`config.mk`:
```
export PLATFORM = sky130hd
export DESIGN_NAME = display_scan_driver
export DESIGN_NICKNAME = d
export VERILOG_FILES = /design/src/rtl/display_pkg.sv /design/src/rtl/bin2bcd_seq.sv /design/src/rtl/display_scan_driver.sv
export SDC_FILE = /design/constraint.sdc
export NUM_CORES = 1
export LEC_CHECK = 0
export CORE_MARGIN = 2
export CORE_UTILIZATION = 30
export DETAILED_ROUTE_END_ITERATION = 8
export GPL_TIMING_DRIVEN = 0
export PLACE_DENSITY = 0.51
export SLEW_MARGIN = 0
export SYNTH_ARGS = -nofsm -noshare
export SYNTH_HDL_FRONTEND = slang
export SYNTH_SLANG_ARGS = --single-unit
```
`constraint.sdc`:
```
create_clock -name clk -period 2.15 [get_ports clk]
set_input_delay 0.43 -clock clk [delete_from_list [all_inputs] [get_ports clk]]
set_output_delay 0.43 -clock clk [all_outputs]
set_load 0.1 [all_outputs]
```
`src/rtl/display_pkg.sv`:
```
// Shared definitions for the display scan path.
//   NUM_DIGITS, BCD_W, MAX_DISPLAY : display geometry and saturation limit
//   state_e                        : bin2bcd_seq FSM states
//   DIGIT_EN_OFF                   : active-low enable pattern with every digit dark
//   bcd_add3()                     : double-dabble correction step (+3 on nibbles >= 5)
package display_pkg;

    localparam int unsigned NUM_DIGITS  = 4;
    localparam int unsigned BCD_W       = 16;
    localparam int unsigned MAX_DISPLAY = 9999;

    localparam logic [NUM_DIGITS-1:0] DIGIT_EN_OFF = 4'b1111;

    typedef enum logic {
        IDLE,
        CONV
    } state_e;

    function automatic logic [BCD_W-1:0] bcd_add3(input logic [BCD_W-1:0] bcd);
        logic [BCD_W-1:0] adj;
        adj = bcd;
        for (int d = 0; d < NUM_DIGITS; d++) begin
            if (adj[d*4 +: 4] >= 4'd5) begin
                adj[d*4 +: 4] = adj[d*4 +: 4] + 4'd3;
            end
        end
        return adj;
    endfunction

endpackage

```
`src/rtl/bin2bcd_seq.sv`:
```
// Sequential double-dabble binary to 4-digit BCD converter.
//   clk, rst_n : clock, asynchronous active-low reset
//   i_value    : binary input, saturated to MAX_DISPLAY on capture
//   i_valid    : single-cycle load strobe, ignored while busy
//   o_busy     : high for exactly BIN_W cycles per conversion
//   o_bcd      : display BCD, updated atomically when a conversion ends
module bin2bcd_seq
    import display_pkg::*;
#(
    parameter int unsigned BIN_W = 14
) (
    input  logic             clk,
    input  logic             rst_n,
    input  logic [BIN_W-1:0] i_value,
    input  logic             i_valid,
    output logic             o_busy,
    output logic [BCD_W-1:0] o_bcd
);

    localparam int unsigned CNT_W = $clog2(BIN_W + 1);

    state_e           r_state, w_state_next;
    logic [BIN_W-1:0] r_shift, w_shift_next;
    logic [BCD_W-1:0] r_work, w_work_next;
    logic [BCD_W-1:0] r_disp, w_disp_next;
    logic [CNT_W-1:0] r_cnt, w_cnt_next;
    logic [BCD_W-1:0] w_adj;
    logic [BCD_W-1:0] w_work_shifted;
    logic [BIN_W-1:0] w_sat;

    assign w_sat          = (32'(i_value) > MAX_DISPLAY) ? BIN_W'(MAX_DISPLAY) : i_value;
    assign w_adj          = bcd_add3(r_work);
    assign w_work_shifted = {w_adj[BCD_W-2:0], r_shift[BIN_W-1]};

    always_ff @(posedge clk or negedge rst_n) begin
        if (!rst_n) begin
            r_state <= IDLE;
            r_shift <= '0;
            r_work  <= '0;
            r_disp  <= '0;
            r_cnt   <= '0;
        end else begin
            r_state <= w_state_next;
            r_shift <= w_shift_next;
            r_work  <= w_work_next;
            r_disp  <= w_disp_next;
            r_cnt   <= w_cnt_next;
        end
    end

    always_comb begin
        w_state_next = r_state;
        w_shift_next = r_shift;
        w_work_next  = r_work;
        w_disp_next  = r_disp;
        w_cnt_next   = r_cnt;
        unique case (r_state)
            IDLE: begin
                if (i_valid) begin
                    w_shift_next = w_sat;
                    w_work_next  = '0;
                    w_cnt_next   = '0;
                    w_state_next = CONV;
                end
            end
            CONV: begin
                w_work_next  = w_work_shifted;
                w_shift_next = r_shift << 1;
                w_cnt_next   = r_cnt + CNT_W'(1);
                // The final iteration's result goes straight to the display so busy
                // stays high for exactly BIN_W cycles.
                if (r_cnt == CNT_W'(BIN_W - 1)) begin
                    w_disp_next  = w_work_shifted;
                    w_state_next = IDLE;
                end
            end
            default: w_state_next = IDLE;
        endcase
    end

    assign o_busy = (r_state == CONV);
    assign o_bcd  = r_disp;

endmodule

```
`src/rtl/display_scan_driver.sv`:
```
// Binary-to-BCD conversion plus 4-digit time-multiplexed scan for the 7-segment path.
//   clk, rst_n  : clock, asynchronous active-low reset
//   value_in    : binary amount to display (saturates at 9999)
//   value_valid : single-cycle load strobe, ignored while busy
//   blank_lz    : 1 = suppress leading zeros
//   busy        : conversion in progress
//   digit_code  : BCD digit of the active slot (registered)
//   digit_en_n  : active-low digit enables, bit 0 = least significant (registered)
module display_scan_driver
    import display_pkg::*;
#(
    parameter int unsigned SCAN_DIV = 50000,
    parameter int unsigned BIN_W    = 14
) (
    input  logic             clk,
    input  logic             rst_n,
    input  logic [BIN_W-1:0] value_in,
    input  logic             value_valid,
    input  logic             blank_lz,
    output logic             busy,
    output logic [3:0]       digit_code,
    output logic [3:0]       digit_en_n
);

    localparam int unsigned PRE_W = $clog2(SCAN_DIV);

    logic [BCD_W-1:0] w_bcd;
    logic [PRE_W-1:0] r_presc;
    logic [1:0]       r_idx;
    logic [3:0]       r_digit_code;
    logic [3:0]       r_digit_en_n;
    logic             w_terminal;
    logic             w_upper_zero;
    logic             w_blank;
    logic [3:0]       w_digit;

    bin2bcd_seq #(
        .BIN_W (BIN_W)
    ) u_bin2bcd (
        .clk     (clk),
        .rst_n   (rst_n),
        .i_value (value_in),
        .i_valid (value_valid),
        .o_busy  (busy),
        .o_bcd   (w_bcd)
    );

    assign w_terminal = (r_presc == PRE_W'(SCAN_DIV - 1));
    assign w_digit    = w_bcd[{r_idx, 2'b00} +: 4];

    // A slot is dark only if it and every more significant digit are zero.
    always_comb begin
        w_upper_zero = 1'b0;
        unique case (r_idx)
            2'd0: w_upper_zero = 1'b0;
            2'd1: w_upper_zero = (w_bcd[15:4] == '0);
            2'd2: w_upper_zero = (w_bcd[15:8] == '0);
            2'd3: w_upper_zero = (w_bcd[15:12] == '0);
            default: w_upper_zero = 1'b0;
        endcase
    end

    assign w_blank = blank_lz & w_upper_zero;

    always_ff @(posedge clk or negedge rst_n) begin
        if (!rst_n) begin
            r_presc      <= '0;
            r_idx        <= '0;
            r_digit_code <= '0;
            r_digit_en_n <= DIGIT_EN_OFF;
        end else begin
            r_presc      <= w_terminal ? '0 : r_presc + PRE_W'(1);
            r_idx        <= w_terminal ? r_idx + 2'd1 : r_idx;
            r_digit_code <= w_digit;
            r_digit_en_n <= w_blank ? DIGIT_EN_OFF : ~(4'b0001 << r_idx);
        end
    end

    assign digit_code = r_digit_code;
    assign digit_en_n = r_digit_en_n;

endmodule

```
# After elaboration in Yosys (flattened, before gate mapping)
# Index checks and enable logic that the tools add are counted.
[word_totals]
regBits = 77
input_bits = 18
word_cells = 54
[op_classes]
reduce_logical = 5
shifts = 2
eq_ne = 6
muxes = 17
add_sub_neg = 7
n_bitwise = 3
magnitude_cmp = 5
[op_table]
columns = ["cell", "count"]
rows = [
  ["$mux 16", 2],
  ["$pmux 16 s2", 1],
  ["$mux 14", 2],
  ["$pmux 14 s2", 1],
  ["$mux 4", 5],
  ["$add 16x1->16 const B", 1],
  ["$eq 16x16->1 const B", 1],
  ["$ge 4x3->1 const B", 4],
  ["$shiftx 16x5->4", 1],
  ["$gt 14x14->1 const B", 1],
  ["$add 4x2->4 const B", 3],
  ["$logic_not 12->1", 1],
  ["$logic_not 8->1", 1],
  ["$pmux 4 s2", 1],
  ["$add 4x1->4 const B", 1],
  ["$eq 2x2->1 const B", 2],
  ["$eq 4x4->1 const B", 1],
  ["$logic_not 4->1", 1],
  ["$not 4->4", 1],
  ["$pmux 1 s4", 1],
  ["$shl 1x2->4 const A", 1],
  ["$add 3x2->3 const B", 1],
  ["$mux 3", 1],
  ["$add 2x1->2 const B", 1],
  ["other kinds (8)", 9],
]

# Longest topological paths before layout
[logic_depth]
ltp_word = 4
ltp_mapped = 6
mapped_depth_nobuf = 6

# Hierarchy
# From an unflattened synthesis, not the netlist that was laid out.
[hier_totals]
cells_unflattened = 354
hier_area_um2 = 3812.4
[by_module_without_submodules]
columns = ["mod", "seq_area_each_um2", "cells_per_inst", "instances", "area_per_inst_um2"]
rows = [
  ["bin2bcd_seq", 1276.2, 247, 1, 2539.9],
  ["display_scan_driver", 655.6, 107, 1, 1272.5],
]

# Worst setup path after synthesis
# OpenSTA, ideal clock, no wires.
[synth_timing]
path_kind = "register to register"
start = "reg u_bin2bcd.r_state, in the netlist u_bin2bcd.o_busy"
end = "reg u_bin2bcd.r_work[0]"
synth_period_minus_slack_ns = 2.131
setup_ns = 0.096
setup_slack_ns = 0.019
arrival_time_ns = 2.035
t_required_ns = 2.054
n_path_buf = 3
path_stages_with_launch = 6
path_cell_list = "dfrtp_1 -> buf_2 -> buf_1 -> clkbuf_1 -> nand2_1 -> o31ai_1"
[synth_between]
elab_chain_len = 2
word_cells_on_any_way = 3
cone_classes = "1 x eq/ne; 1 x mux; 1 x bitwise"
[synth_lines]
columns = ["element", "line", "rtl"]
rows = [
  ["from (decl)", "bin2bcd_seq.sv:22", "state_e r_state, w_state_next;"],
  ["from (signal assigned)", "bin2bcd_seq.sv:43", "r_state <= w_state_next;"],
  ["$not 1->1", "bin2bcd_seq.sv:57", "unique case (r_state)"],
  ["$pmux 16 s2 / $ne 2x2->1 (equally long branches)", "-", ""],
  ["to (signal assigned)", "bin2bcd_seq.sv:45", "r_work <= w_work_next;"],
  ["to (decl)", "bin2bcd_seq.sv:24", "logic [BCD_W-1:0] r_work, w_work_next;"],
]
# Several ways; a longest one is shown, not always the timed one.
# A chain may end at the register's enable or synchronous reset.

# Worst setup path in the final report
[layout_timing]
start = "reg r_digit_en_n[2], in the netlist digit_en_n[2]"
end = "out digit_en_n[2]"
[layout_rtl]
columns = ["element", "line", "rtl"]
rows = [
  ["from (decl)", "display_scan_driver.sv:31", "logic [3:0] r_digit_en_n;"],
  ["from (signal assigned)", "display_scan_driver.sv:75", "r_digit_en_n <= w_blank ? DIGIT_EN_OFF : ~(4'b0001 << r_idx);"],
  ["to (decl)", "display_scan_driver.sv:22", "output logic [3:0] digit_en_n"],
]
# No word-level cell between the ends.

==> reports/metrics.yaml <==
status:
  outcome: "finished, final reports clean"
finish:
  diodes: 0
  fin_nets: 438
  drive_above_1_share_pct: 9.07
  synthToLayoutAreaGrowth_pct: 21.4
  fillers: 1288
  final_util_pct: 37.0
  finalNonFillerCells: 580
global_routing:
  antenna_found_initial: 0
  gr-total-overflow: 0
  grt_pass1_vias: 2679
  grt_pass1_wl_um: 13700
  grt_usage_pct: 13.1
  grt_max_degree: 49
floorplanning:
  fp.dieH_um: 117
  core_um2: 12500
  fp-row-count: 41
  die_x_um: 117
  initial_core_util_pct: 30.5
  io_pins: 27
  die_area_um2: 13600
clocking:
  cts.sinks: 77
  htreeDepth: 3
  cts_made_buffers: 9
  worstSkewPairLatency_ps: 340
  clk_pin_slew_ps: 60
  cts_tree: "done"
  cts.root.buffer_cell: "clkbuf_16"
  clock_path_buffers: 2
worst_setup_path:
  cp.depth: 1
  cpMaxStageDelayCell: "clkdlybuf4s15_1"
  critPathMaxStageDelay_ps: 810
  cp_top_family: "buffers and inverters"
  start_kind: "register"
  crit_buf_inv: 1
  r2r-end: "u_bin2bcd.r_shift[8]"
  path_class: "register to primary output"
  r2r-start: "u_bin2bcd.o_busy"
  ff2ff_path_depth: 5
  cp.arrival_ps: 1660
  cp_max_fo: 1
  critPathCaptureType: "primary output"
  path_cells: "clkdlybuf4s15_1"
  r2r_slack_ps: 200
  required_ps: 1720
sta:
  finalSetupViolations: 0
  final_hold_viol_count: 0
  fin_crit_sh_pct: 97.0
  rsz0062_at_grt: "no"
  slew-limit-headroom_pct: 36.0
  worst-slew-pin-transition_ps: 963
  slew_viol_final: 0
  skew_ps: 10.9
  final.min_clock_period_ps: 2090
  max_freq_mhz: 479
  holdWs_ps: 18.7
synthesis:
  synth_area_per_cell_um2: 10.4
  synth_cell_types: 38
  synth-async-reset-ratio_pct: 100
  netlist_instances: 366
  synth.top_cell.area_share_pct: 47.9
  synth_fp_nets: 400
  synth-edff-count: 0
  synth_area_leader_cell: "dfrtp_1"
  yosys-top-cells-count: "73 x dfrtp_1, 45 x o21ai_0, 39 x nand2_1, 21 x nand2b_1"
  yosys_warnings: 0
  yosys-top-cells-area: "dfrtp_1 48%, o21ai_0 5.9%, ha_1 5.2%, mux2i_1 4.2%, nand2_1 3.8%"
  synth_most_common_cell: "dfrtp_1"
  ys_seq_elements: 77
  syn_area_um2: 3820
  ys_seq_area_share_pct: 50.6
  synth_ff_type: "dfrtp_1"
detailed_routing:
  drt_iter0_drc: 156
  ant_nets: 0
  drcViolationCount: 0
  vias: 2731
  wirelength_um: 7980
  viasPerCell: 4.71
  wl_per_cell_um: 13.8
  first_pass_iters: 4
flow_run:
  cap_violations: 0
placed_design:
  gp_congestion: 0.770
  dp_hpwl_um: 5610
  place_inst: 565
  io_buffers: 26
power_and_ir_drop:
  irDropWorstVdd_mv: 0.483
  leakagePower_nw: 2.07
  powerDensity_nw_per_um2: 1270
worst_hold_path:
  hold_path.class: "input pin to asynchronous set/reset pin"
flip-flops by register name, summed over array words and instances (netlist names):
signal / flops
r_presc: 16
u_bin2bcd.o_bcd: 16
u_bin2bcd.r_work: 16
u_bin2bcd.r_shift: 14
digit_code: 4
digit_en_n: 4
u_bin2bcd.r_cnt: 4
r_idx: 2
u_bin2bcd.o_busy: 1
report_power, final:
part	internal, mW	switching, mW
Combinational	0.808	1.18
Sequential	1.89	0.357
Clock	1.04	0.605
Total	3.75	2.14
cell families (layout without fill, tap and decap cells):
kind of cell | count (synthesis) | count (layout) | synth area share [%]
AND/OR/NAND/NOR | 128 | 128 | 18.5
flip-flops | 77 | 77 | 50.6
AO/OA/AOI/OAI | 73 | 73 | 10.3
buffers and inverters | 29 | 71 | 3.08
multiplexers | 27 | 27 | 8.62
adder cells (fa/ha/maj) | 16 | 16 | 5.25
XOR/XNOR | 16 | 16 | 3.67
metal layers:
layer  vias up  share of wire, %  global-route usage [%]  wire [µm]
li1       1358                 -                       -          -
met1      1324                49                    17.4       3930
met2        44                46                    20.6       3670
met3         5               3.8                    4.63        307
met4         0              0.88                    3.29         70
met5         -                 0                       0          0
cell type report:
| class | instances | area, µm² | area share (%) |
|---|---|---|---|
| clock inverter | 5 | 83.8 | 1.81 |
| timing repair buffer | 27 | 279 | 6.02 |
| sequential | 77 | 1930 | 41.7 |
| multi-input combinational | 260 | 1770 | 38.1 |
| tap | 172 | 215 | 4.64 |
| buffer | 15 | 66.3 | 1.43 |
| clock buffer | 10 | 239 | 5.16 |
| inverter | 14 | 52.6 | 1.13 |
cell usage in the layout (no fill, tap or decap), types with 2 or more instances in the layout:
cell / count
xor2_1: 5
bufinv_16: 2
buf_1: 2
nand3b_1: 4
mux2_2: 7
a21oi_1: 13
clkdlybuf4s50_1: 16
nor2_1: 14
nand2b_1: 21
o31ai_1: 2
clkbuf_1: 10
inv_1: 14
nor2b_1: 8
nand4_1: 6
clkbuf_16: 9
dfrtp_1: 73
clkdlybuf4s15_1: 4
o22ai_1: 3
mux2i_1: 16
dfstp_2: 4
xnor2_1: 11
nor3b_1: 11
clkinvlp_4: 2
or3_1: 2
nand2_1: 39
nor3_1: 2
o21a_1: 2
o21ai_0: 45
ha_1: 16
mux4_2: 4
nor4_1: 7
dlygate4sd2_1: 5
a31oi_1: 4
nand3_1: 10
stage by stage:
stage	setup TNS (ps)	cell area [µm²]	setup WS, ps	total power [mW]
CTS	0	4630	18.5	5.97
finish	0	4630	63.7	5.89
global placement	-168880	4290	-2230	4.23
floorplan	0	3820	19.2	3.71
detailed placement	-1350	4320	-162	4.31
global route	0	4630	13.3	6.33
how the worst max path moves through the flow:
stage,from,endpoint
6_report,digit_en_n[2],digit_en_n[2]
5_1_grt,digit_en_n[3],digit_en_n[3]
2_1_floorplan,u_bin2bcd.o_busy,u_bin2bcd.r_work[0]
3_5_place_dp,value_valid,u_bin2bcd.r_shift[11]
4_1_cts,digit_en_n[3],digit_en_n[3]
3_3_place_gp,rst_n,u_bin2bcd.r_shift[9]
repair_timing:
| action | CTS | global route |
|---|---|---|
| endpoints found under the setup margin | 9 | 5 |
| hold buffers | 0 | 0 |
| resized for setup | 9 | 5 |
| setup buffers | 0 | 0 |
Note: power is estimated with default switching activity, not from simulation.
